File: config.mk
export PLATFORM = sky130hd
export DESIGN_NAME = soc_reset_sequencer_flat
export DESIGN_NICKNAME = d
export VERILOG_FILES = /design/src/rtl/soc_reset_sequencer_if.sv /design/src/rtl/soc_reset_sequencer.sv /design/src/flat_wrapper.sv
export SDC_FILE = /design/constraint.sdc
export NUM_CORES = 1
export LEC_CHECK = 0
export BUFFER_PORTS_ARGS = -buffer_cell sky130_fd_sc_hd__buf_2
export CORE_AREA = 2 2 70 72
export DETAILED_ROUTE_END_ITERATION = 16
export DIE_AREA = 0 0 72 74
export PLACE_DENSITY = 0.8
export SLEW_MARGIN = 30
export SYNTH_ARGS = -nofsm -noshare
export SYNTH_HDL_FRONTEND = slang
export SYNTH_SLANG_ARGS = --single-unit
File: constraint.sdc
create_clock -name clk -period 2.02 [get_ports clk]
set_input_delay 0.202 -clock clk [delete_from_list [all_inputs] [get_ports clk]]
set_output_delay 0.202 -clock clk [all_outputs]
set_load 0.01 [all_outputs]
File: src/rtl/soc_reset_sequencer_if.sv
// Board-side signal bundle of the SoC reset sequencer: button/switch/kick inputs
// and the reset, status and counter outputs toward the Murax SoC.
interface soc_reset_sequencer_if;
    logic       btn;
    logic       wdt_en;
    logic       wdt_kick;
    logic       soc_reset;
    logic       ready;
    logic       wdt_fired;
    logic [7:0] reset_count;

    // master is the sequencer itself; slave is the board top / SoC side.
    modport master (
        input  btn,
        input  wdt_en,
        input  wdt_kick,
        output soc_reset,
        output ready,
        output wdt_fired,
        output reset_count
    );

    modport slave (
        output btn,
        output wdt_en,
        output wdt_kick,
        input  soc_reset,
        input  ready,
        input  wdt_fired,
        input  reset_count
    );
endinterface

File: src/rtl/soc_reset_sequencer.sv
// Reset sequencer for the Murax SoC: power-on stretch, debounced push-button reset
// and a kickable watchdog, all sharing one down-counter.
module soc_reset_sequencer #(
    parameter int unsigned POR_CYCLES      = 1024,
    parameter int unsigned DEBOUNCE_CYCLES = 16,
    parameter int unsigned WDT_CYCLES      = 1048576,
    parameter int unsigned CNT_W           = 21
) (
    input  logic                         clk,
    input  logic                         rst_n,
    soc_reset_sequencer_if.master        bus,
    output logic [1:0]                   dbg_state
);

    localparam int unsigned DB_W = (DEBOUNCE_CYCLES < 2) ? 1 : $clog2(DEBOUNCE_CYCLES);

    localparam logic [CNT_W-1:0] POR_LOAD = CNT_W'(POR_CYCLES - 1);
    localparam logic [CNT_W-1:0] WDT_LOAD = CNT_W'(WDT_CYCLES - 1);
    localparam logic [DB_W-1:0]  DB_LAST  = DB_W'(DEBOUNCE_CYCLES - 1);

    typedef enum logic [1:0] {
        ST_POR  = 2'd0,
        ST_RUN  = 2'd1,
        ST_HOLD = 2'd2
    } state_e;

    state_e            state_q, state_d;
    logic [CNT_W-1:0]  cnt_q, cnt_d;
    logic              tc_q, tc_d;
    logic              btn_meta_q, btn_meta_d;
    logic              btn_s_q, btn_s_d;
    logic              wdt_meta_q, wdt_meta_d;
    logic              wdt_en_s_q, wdt_en_s_d;
    logic              kick_prev_q, kick_prev_d;
    logic [DB_W-1:0]   db_cnt_q, db_cnt_d;
    logic              btn_db_q, btn_db_d;
    logic              soc_reset_q, soc_reset_d;
    logic              ready_q, ready_d;
    logic              wdt_fired_q, wdt_fired_d;
    logic [7:0]        reset_count_q, reset_count_d;

    logic              kick;
    logic              cnt_zero;
    logic [CNT_W-1:0]  cnt_dec;
    logic [7:0]        count_inc;

    assign kick      = bus.wdt_kick ^ kick_prev_q;
    assign cnt_zero  = (cnt_q == '0);
    assign cnt_dec   = cnt_zero ? cnt_q : cnt_q - CNT_W'(1);
    assign count_inc = (reset_count_q == 8'hFF) ? reset_count_q : reset_count_q + 8'd1;

    // Synchronizers, kick edge history and button debounce.
    always_comb begin
        btn_meta_d  = bus.btn;
        btn_s_d     = btn_meta_q;
        wdt_meta_d  = bus.wdt_en;
        wdt_en_s_d  = wdt_meta_q;
        kick_prev_d = bus.wdt_kick;
        db_cnt_d    = '0;
        btn_db_d    = btn_db_q;
        if (btn_s_q != btn_db_q) begin
            if (db_cnt_q == DB_LAST) begin
                btn_db_d = btn_s_q;
            end else begin
                db_cnt_d = db_cnt_q + DB_W'(1);
            end
        end
    end

    // The zero detect is registered (tc_q) so the wide compare stays off the
    // state-register path; every counted window therefore spans N+1 edges.
    always_comb begin
        state_d       = state_q;
        cnt_d         = cnt_q;
        tc_d          = 1'b0;
        wdt_fired_d   = wdt_fired_q;
        reset_count_d = reset_count_q;
        case (state_q)
            ST_POR: begin
                if (tc_q) begin
                    state_d = ST_RUN;
                    cnt_d   = WDT_LOAD;
                end else begin
                    cnt_d = cnt_dec;
                    tc_d  = cnt_zero;
                end
            end
            ST_RUN: begin
                // Button beats watchdog; expiry beats a same-cycle kick.
                if (btn_db_q) begin
                    state_d       = ST_HOLD;
                    reset_count_d = count_inc;
                end else if (wdt_en_s_q && tc_q) begin
                    state_d       = ST_HOLD;
                    wdt_fired_d   = 1'b1;
                    reset_count_d = count_inc;
                end else if (kick || !wdt_en_s_q) begin
                    cnt_d = WDT_LOAD;
                end else begin
                    cnt_d = cnt_dec;
                    tc_d  = cnt_zero;
                end
            end
            ST_HOLD: begin
                if (!btn_db_q) begin
                    state_d = ST_POR;
                    cnt_d   = POR_LOAD;
                end
            end
            default: begin
                state_d = ST_POR;
                cnt_d   = POR_LOAD;
            end
        endcase
        ready_d     = (state_d == ST_RUN);
        soc_reset_d = !ready_d;
    end

    always_ff @(posedge clk or negedge rst_n) begin
        if (!rst_n) begin
            state_q       <= ST_POR;
            cnt_q         <= POR_LOAD;
            tc_q          <= 1'b0;
            btn_meta_q    <= 1'b0;
            btn_s_q       <= 1'b0;
            wdt_meta_q    <= 1'b0;
            wdt_en_s_q    <= 1'b0;
            kick_prev_q   <= 1'b0;
            db_cnt_q      <= '0;
            btn_db_q      <= 1'b0;
            soc_reset_q   <= 1'b1;
            ready_q       <= 1'b0;
            wdt_fired_q   <= 1'b0;
            reset_count_q <= 8'd0;
        end else begin
            state_q       <= state_d;
            cnt_q         <= cnt_d;
            tc_q          <= tc_d;
            btn_meta_q    <= btn_meta_d;
            btn_s_q       <= btn_s_d;
            wdt_meta_q    <= wdt_meta_d;
            wdt_en_s_q    <= wdt_en_s_d;
            kick_prev_q   <= kick_prev_d;
            db_cnt_q      <= db_cnt_d;
            btn_db_q      <= btn_db_d;
            soc_reset_q   <= soc_reset_d;
            ready_q       <= ready_d;
            wdt_fired_q   <= wdt_fired_d;
            reset_count_q <= reset_count_d;
        end
    end

    assign bus.soc_reset   = soc_reset_q;
    assign bus.ready       = ready_q;
    assign bus.wdt_fired   = wdt_fired_q;
    assign bus.reset_count = reset_count_q;
    assign dbg_state       = state_q;

endmodule

File: src/flat_wrapper.sv
// flat-port wrapper written by rule: the top's interface ports become plain ports
module soc_reset_sequencer_flat 
#(
    parameter int unsigned POR_CYCLES      = 1024,
    parameter int unsigned DEBOUNCE_CYCLES = 16,
    parameter int unsigned WDT_CYCLES      = 1048576,
    parameter int unsigned CNT_W           = 21
)
  (clk, rst_n, dbg_state, bus_btn, bus_wdt_en, bus_wdt_kick, bus_soc_reset, bus_ready, bus_wdt_fired, bus_reset_count);
  soc_reset_sequencer_if bus_i ();
  input  logic clk;
  input  logic rst_n;
  output logic [1:0] dbg_state;
  input wire logic [$bits(bus_i.btn)-1:0] bus_btn;
  input wire logic [$bits(bus_i.wdt_en)-1:0] bus_wdt_en;
  input wire logic [$bits(bus_i.wdt_kick)-1:0] bus_wdt_kick;
  output wire logic [$bits(bus_i.soc_reset)-1:0] bus_soc_reset;
  output wire logic [$bits(bus_i.ready)-1:0] bus_ready;
  output wire logic [$bits(bus_i.wdt_fired)-1:0] bus_wdt_fired;
  output wire logic [$bits(bus_i.reset_count)-1:0] bus_reset_count;
  assign bus_i.btn = bus_btn;
  assign bus_i.wdt_en = bus_wdt_en;
  assign bus_i.wdt_kick = bus_wdt_kick;
  assign bus_soc_reset = bus_i.soc_reset;
  assign bus_ready = bus_i.ready;
  assign bus_wdt_fired = bus_i.wdt_fired;
  assign bus_reset_count = bus_i.reset_count;
  soc_reset_sequencer #(.POR_CYCLES(POR_CYCLES), .DEBOUNCE_CYCLES(DEBOUNCE_CYCLES), .WDT_CYCLES(WDT_CYCLES), .CNT_W(CNT_W)) u_core (.clk(clk), .rst_n(rst_n), .bus(bus_i), .dbg_state(dbg_state));
endmodule
# Word level (Yosys, flattened, before mapping)
# Index checks and enable logic that the tools add are counted.
[classes] bitwise_logic=2 add_sub_neg=3 reduce_logical=11 mux=22 n_eq_ne=9
[ops] op="21-bit 2-to-1 mux" n=6
[ops] op="21-bit one-hot mux with 3 select lines" n=1
[ops] op="8-bit 2-to-1 mux" n=3
[ops] op="21-bit logical NOT" n=1
[ops] op="21-bit by 1-bit subtractor with 21-bit output, second input constant" n=1
[ops] op="8-bit by 1-bit adder with 8-bit output, second input constant" n=1
[ops] op="8-bit == test, second input constant" n=1
[ops] op="2-bit 2-to-1 mux" n=4
[ops] op="4-bit 2-to-1 mux" n=2
[ops] op="2-bit != test, second input constant" n=3
[ops] op="2-bit one-hot mux with 3 select lines" n=1
[ops] op="3-bit AND reduction" n=2
[ops] op="4-bit by 1-bit adder with 4-bit output, second input constant" n=1
[ops] op="2-bit by 1-bit == test with 1-bit output, second input constant" n=2
[ops] op="4-bit == test, second input constant" n=1
[ops] op="1-bit 2-to-1 mux" n=4
[ops] op="2-bit AND reduction" n=2
[ops] op="2-bit == test, second input constant" n=1
[ops] op="1-bit logical NOT" n=2
[ops] op="2-bit logical NOT" n=1
[ops] op="1-bit one-hot mux with 2 select lines" n=1
[ops] op="2-bit nonzero test" n=1
[ops] op="1-bit logical AND" n=1
[ops] op="1-bit logical OR" n=1
[ops] op="3 further kinds" n=3
[word_totals] register_bits=45 output_inout_bits=13

# Longest topological paths before layout
[depth] ltp_word=6 mapped_depth=8 depth_no_buf=7

# Least setup slack after synthesis
# Ideal clock, no wire load.
[synth_timing] path_kind="register -> register" start="register u_core.cnt_q[0]" end="register u_core.cnt_q[16]" t_arrival_ps=1867 required_time_ps=1875 setup_slack_ps=9 stages_incl_launch_ff=8 synth_period_minus_slack_ps=2011 setup_time_ps=145 cell_sequence="dfstp_2 > inv_1 > ha_1 > or3b_2 > nor3_1 > nand2_1 > o311ai_0 > o211ai_1"
[synth_via] elab_chain_cells=6
[synth_rtl] item="from (decl)" line_no="soc_reset_sequencer.sv:28" rtl="logic [CNT_W-1:0] cnt_q, cnt_d;"
[synth_rtl] item="from (signal assigned)" line_no="soc_reset_sequencer.sv:137" rtl="cnt_q <= cnt_d;"
[synth_rtl] item="21-bit by 1-bit subtractor with 21-bit output / 21-bit logical NOT (equally long branches)" line_no="soc_reset_sequencer.sv:49, soc_reset_sequencer.sv:48"
[synth_rtl] item="21-bit 2-to-1 mux (*)" line_no="soc_reset_sequencer.sv:49" rtl="assign cnt_dec = cnt_zero ? cnt_q : cnt_q - CNT_W'(1);"
[synth_rtl] item="21-bit 2-to-1 mux" line_no="soc_reset_sequencer.sv:97" rtl="end else if (kick || !wdt_en_s_q) begin"
[synth_rtl] item="21-bit 2-to-1 mux" line_no="soc_reset_sequencer.sv:93" rtl="end else if (wdt_en_s_q && tc_q) begin"
[synth_rtl] item="21-bit 2-to-1 mux" line_no="soc_reset_sequencer.sv:90" rtl="if (btn_db_q) begin"
[synth_rtl] item="21-bit one-hot mux with 3 select lines (*)" line_no="soc_reset_sequencer.sv:78" rtl="case (state_q)"
# Mark *: on every way between the ends. The rest lies on a longest branch, timed or not. The select of a mux whose other input is x is not followed.
# A chain may end at the register's enable or synchronous reset.

# Worst setup path in the final report
[layout_timing] start="register u_core.cnt_q[13]" end="register u_core.cnt_q[19]"
# The elaborated chain is that of the path after synthesis.

==> impl_metrics.prom <==
# TYPE chip_impl_metric gauge
chip_impl_info{name="end_kind",value="flop"} 1
chip_impl_metric{name="design_area",unit="sq mm"} 0.00285
chip_impl_metric{name="antennaDiodeCount",unit=""} 0
chip_impl_metric{name="effective_utilization_at_floorplan",unit="%"} 51.6
chip_impl_metric{name="ioPinCount",unit=""} 18
chip_impl_metric{name="global_route_total_usage_across_every_layer",unit="%"} 21.3
chip_impl_metric{name="syn-num-nets",unit=""} 241
chip_impl_metric{name="report.final.slew_viol_count",unit=""} 0
chip_impl_metric{name="first_global_vias",unit=""} 1926
chip_impl_metric{name="die_height",unit="microns"} 74
chip_impl_metric{name="fill_cells",unit=""} 368
chip_impl_info{name="crit-reg2reg-capture",value="u_core.cnt_q[19]$_DFFE_PN0P_"} 1
chip_impl_metric{name="worst-slew-pin-transition",unit="ps"} 524
chip_impl_info{name="clock_tree.root_cell",value="clkbuf_8"} 1
chip_impl_metric{name="clk_latency",unit="ps"} 310
chip_impl_metric{name="async_reset_ff_share",unit="%"} 100
chip_impl_metric{name="grt_pass1_wl",unit="mm"} 8.75
chip_impl_metric{name="syn-cell-area",unit="sq mm"} 0.00237
chip_impl_info{name="worstHoldEndpoint",value="u_core.kick_prev_q$_DFF_PN0_"} 1
chip_impl_metric{name="finish.utilization",unit="%"} 61.9
chip_impl_metric{name="yosysWarnings",unit=""} 0
chip_impl_metric{name="global_route.overflow_total",unit=""} 0
chip_impl_info{name="status",value="complete, no violations"} 1
chip_impl_metric{name="worst_setup_hold_path_clk_slew",unit="ps"} 90
chip_impl_metric{name="fin_worst_skew",unit="ps"} 8.59
chip_impl_metric{name="dp.final_hpwl",unit="mm"} 3.72
chip_impl_metric{name="numCtsBuffers",unit=""} 5
chip_impl_metric{name="first_iter_violations",unit=""} 197
chip_impl_metric{name="worst_hold_slack",unit="ps"} 26.2
chip_impl_metric{name="routed_wl",unit="mm"} 5.30
chip_impl_metric{name="worst_r2r_path_depth",unit=""} 5
chip_impl_metric{name="fp-row-count",unit=""} 25
chip_impl_metric{name="hold_path_depth",unit=""} 1
chip_impl_metric{name="via_count",unit=""} 1987
chip_impl_metric{name="hold_violation_total_from_the_final_report",unit=""} 0
chip_impl_metric{name="cp_slowest_stage_delay",unit="ps"} 430
chip_impl_metric{name="wl_per_cell",unit="microns"} 16.1
chip_impl_info{name="holdCritPathClass",value="in2reg"} 1
chip_impl_metric{name="htreeDepth",unit=""} 2
chip_impl_metric{name="synth.lib_cells_used.distinct",unit=""} 56
chip_impl_info{name="dr.max_layer_used",value="met4"} 1
chip_impl_info{name="cp-start-kind",value="flop"} 1
chip_impl_metric{name="static-leakage-power",unit="nW"} 1.16
chip_impl_metric{name="syn-instance-count",unit=""} 232
chip_impl_metric{name="floorplan.die.width",unit="microns"} 72
chip_impl_metric{name="max_cap_violations",unit=""} 0
chip_impl_metric{name="worst_ep_arrival_time",unit="ps"} 2210
chip_impl_metric{name="ctsLongestPathBuffers",unit=""} 2
chip_impl_info{name="timing.rr.start",value="u_core.cnt_q[13]$_DFFE_PN0P_"} 1
chip_impl_metric{name="coreArea",unit="sq mm"} 0.00460
chip_impl_metric{name="pin_count_of_the_biggest_net_entering_global_routing",unit=""} 42
chip_impl_metric{name="antenna_violating_nets_post_route",unit=""} 0
chip_impl_metric{name="drc_errors",unit=""} 0
chip_impl_metric{name="antenna_found_initial",unit=""} 0
chip_impl_metric{name="yosysSeqAreaShare",unit="%"} 48.0
chip_impl_metric{name="drtPass1Iterations",unit=""} 4
chip_impl_metric{name="final.period_utilization",unit="%"} 99.0
chip_impl_metric{name="finalPower",unit="mW"} 1.74
chip_impl_metric{name="route.detailed.vias_per_inst",unit=""} 6.04
chip_impl_metric{name="worst-endpoint-required",unit="ps"} 2230
chip_impl_metric{name="post_route_cells_drive_above_1_share",unit="%"} 29.8
chip_impl_metric{name="area_delta_synth_final",unit="%"} 19.9
chip_impl_metric{name="design.final.nets",unit=""} 283
chip_impl_info{name="cp_cell_sequence",value="or3_4 -> nor4_4 -> nand3_2 -> o311a_1 -> a2111oi_2"} 1
chip_impl_metric{name="totalNegativeSetupSlack",unit="ps"} 0
chip_impl_metric{name="synth_enable_flop_cells",unit=""} 0
chip_impl_metric{name="place.port_buffers",unit=""} 17
chip_impl_metric{name="power.density",unit="mW/mm^2"} 613
chip_impl_metric{name="worst_ir_drop_on_vdd",unit="mV"} 0.592
chip_impl_info{name="synthFlopType",value="dfrtp_1"} 1
chip_impl_metric{name="max_freq",unit="GHz"} 0.500
chip_impl_metric{name="finalSetupViolCount",unit=""} 0
chip_impl_metric{name="post_synth.cell_area_avg",unit="sq um"} 10.2
chip_impl_metric{name="design.die.area",unit="sq mm"} 0.00533
chip_impl_info{name="timing.hold.worst.start",value="bus_wdt_kick"} 1
chip_impl_metric{name="wl_met3",unit="microns"} 211
chip_impl_metric{name="drt-met1-wl",unit="mm"} 2.31
chip_impl_info{name="critical-path-slowest-cell",value="or3_4"} 1
chip_impl_info{name="grt_setup_unrepaired",value="yes"} 1
chip_impl_metric{name="synth_seq_cells",unit=""} 45
chip_impl_metric{name="critPathMaxFanout",unit=""} 4
chip_impl_metric{name="post_place_cell_area",unit="sq mm"} 0.00264
chip_impl_metric{name="gp_routability_congestion",unit=""} 0.835
chip_impl_metric{name="clock-sinks",unit=""} 45
chip_impl_metric{name="r2r_slack",unit="ps"} 20
chip_impl_info{name="tritoncts_clock_tree",value="built"} 1
chip_impl_metric{name="finalCriticalPeriod",unit="ps"} 2000
chip_impl_metric{name="timing.max_slew.rel_slack",unit="%"} 64.7
chip_impl_metric{name="met2_length",unit="mm"} 2.70
chip_impl_info{name="worstSetupPathType",value="reg2reg"} 1
[how the worst max path moves through the flow]
stage	slack, ps	to	cells past startpoint	start
after detailed placement	-70	u_core.cnt_q[16]$_DFFE_PN0P_	8	u_core.cnt_q[0]$_DFFE_PN1P_
after global routing	-60	u_core.cnt_q[19]$_DFFE_PN0P_	5	u_core.cnt_q[13]$_DFFE_PN0P_
after global placement	-8	u_core.cnt_q[2]$_DFFE_PN1P_	5	u_core.cnt_q[7]$_DFFE_PN1P_
final	20	u_core.cnt_q[19]$_DFFE_PN0P_	5	u_core.cnt_q[13]$_DFFE_PN0P_
after CTS	4	u_core.cnt_q[16]$_DFFE_PN0P_	8	u_core.cnt_q[0]$_DFFE_PN1P_
after floorplan	9	u_core.cnt_q[16]$_DFFE_PN0P_	7	u_core.cnt_q[0]$_DFFE_PN1P_
[through the flow]
step / setup WS [ps] / cells
6_report: 19.8 / 329
5_1_grt: -61.5 / 329
4_1_cts: 3.52 / 325
3_5_place_dp: -65.7 / 314
3_3_place_gp: -7.86 / 314
2_1_floorplan: 8.53 / 232
[cell usage in the layout (no fill, tap or decap), types with 3 or more instances in the layout]
cell,n
buf_4,27
a211oi_1,6
inv_1,6
o211ai_1,5
xnor2_1,8
nor2b_1,3
nor2_1,14
nand4b_1,3
dfstp_2,11
ha_1,3
nand4_1,4
o21ai_0,9
or3_4,3
clkbuf_8,5
a21oi_1,11
o41ai_1,3
buf_2,16
and2_1,3
o31ai_1,6
nand2_1,17
nor3_1,7
dlygate4sd3_1,3
xor2_1,6
nand3_1,7
and4_1,3
dfrtp_1,34
nor4_1,6
[per-layer routing]
| layer | global-route usage [%] | vias to the layer above |
|---|---|---|
| li1 | - | 952 |
| met1 | 27.1 | 977 |
| met2 | 35.6 | 52 |
| met3 | 3.93 | 6 |
| met4 | 10.1 | 0 |
| met5 | 0 | - |
[area by class of cell]
class | instances | area, sq um | area share, %
inverter | 8 | 30.0 | 1.05
multi-input combinational | 168 | 1210 | 42.4
sequential | 45 | 1140 | 40.0
clock inverter | 2 | 16.3 | 0.571
clock buffer | 6 | 72.6 | 2.55
timing repair buffer | 46 | 313 | 11.0
tap | 54 | 67.6 | 2.37
[cells in the mapped netlist, types with 3 or more instances]
cell	instances	share of area [%]
a21oi_1	11	2.3
and2_1	3	0.79
nor3_1	8	1.7
o31ai_1	6	1.9
xnor2_1	8	3.0
nor2b_1	3	0.79
o41ai_1	3	1.1
nand3_1	8	1.7
dfstp_2	11	12
or3_1	3	0.79
dfrtp_1	34	36
a211oi_1	6	1.9
nor4_1	6	1.6
inv_1	8	1.3
and4_1	3	1.1
nand4b_1	3	1.1
nor2_1	14	2.2
clkbuf_1	7	1.1
ha_1	4	2.1
o21ai_0	9	1.9
xor2_1	6	2.2
nand4_1	4	1.1
o211ai_1	5	1.6
nor4b_2	3	1.9
nand2_1	17	2.7
[registers in the layout (all words and copies together), names as in the netlist]
signal and count:
u_core.btn_db_q 1, u_core.btn_meta_q 1, u_core.btn_s_q 1, u_core.bus.ready 1
u_core.bus.reset_count 8, u_core.bus.soc_reset 1, u_core.bus.wdt_fired 1, u_core.cnt_q 21
u_core.db_cnt_q 4, u_core.dbg_state 2, u_core.kick_prev_q 1, u_core.tc_q 1
u_core.wdt_en_s_d 1, u_core.wdt_en_s_q 1
[power by group]
group / leakage (nW) / switching (mW) / internal (mW)
logic: 0.606 / 0.117 / 0.0949
clock network: 0.0414 / 0.321 / 0.246
registers: 0.514 / 0.0248 / 0.941
[kinds of logic after synthesis]
| logic type | share of synthesized area [%] |
|---|---|
| simple gates | 22.2 |
| fa+ha+maj | 2.11 |
| buf+inv | 3.43 |
| flops | 48.0 |
| mux | 0.896 |
| xor+xnor | 5.17 |
| compound gates | 18.2 |
[repair_timing]
action	in CTS	in global routing
endpoints found under the setup margin	4	13
gates cloned	0	0
hold endpoints to repair	2	28
pin swaps	1	7
hold buffers	2	1
resized for setup	4	11
buffers inserted	1	3
[critical path: cells and delay by family, from the launching register on]
kind | cells | cell delay [ps]
compound gates | 2 | 530
flops | 1 | 400
simple gates | 3 | 960
Power figures use the tool's default switching activity.
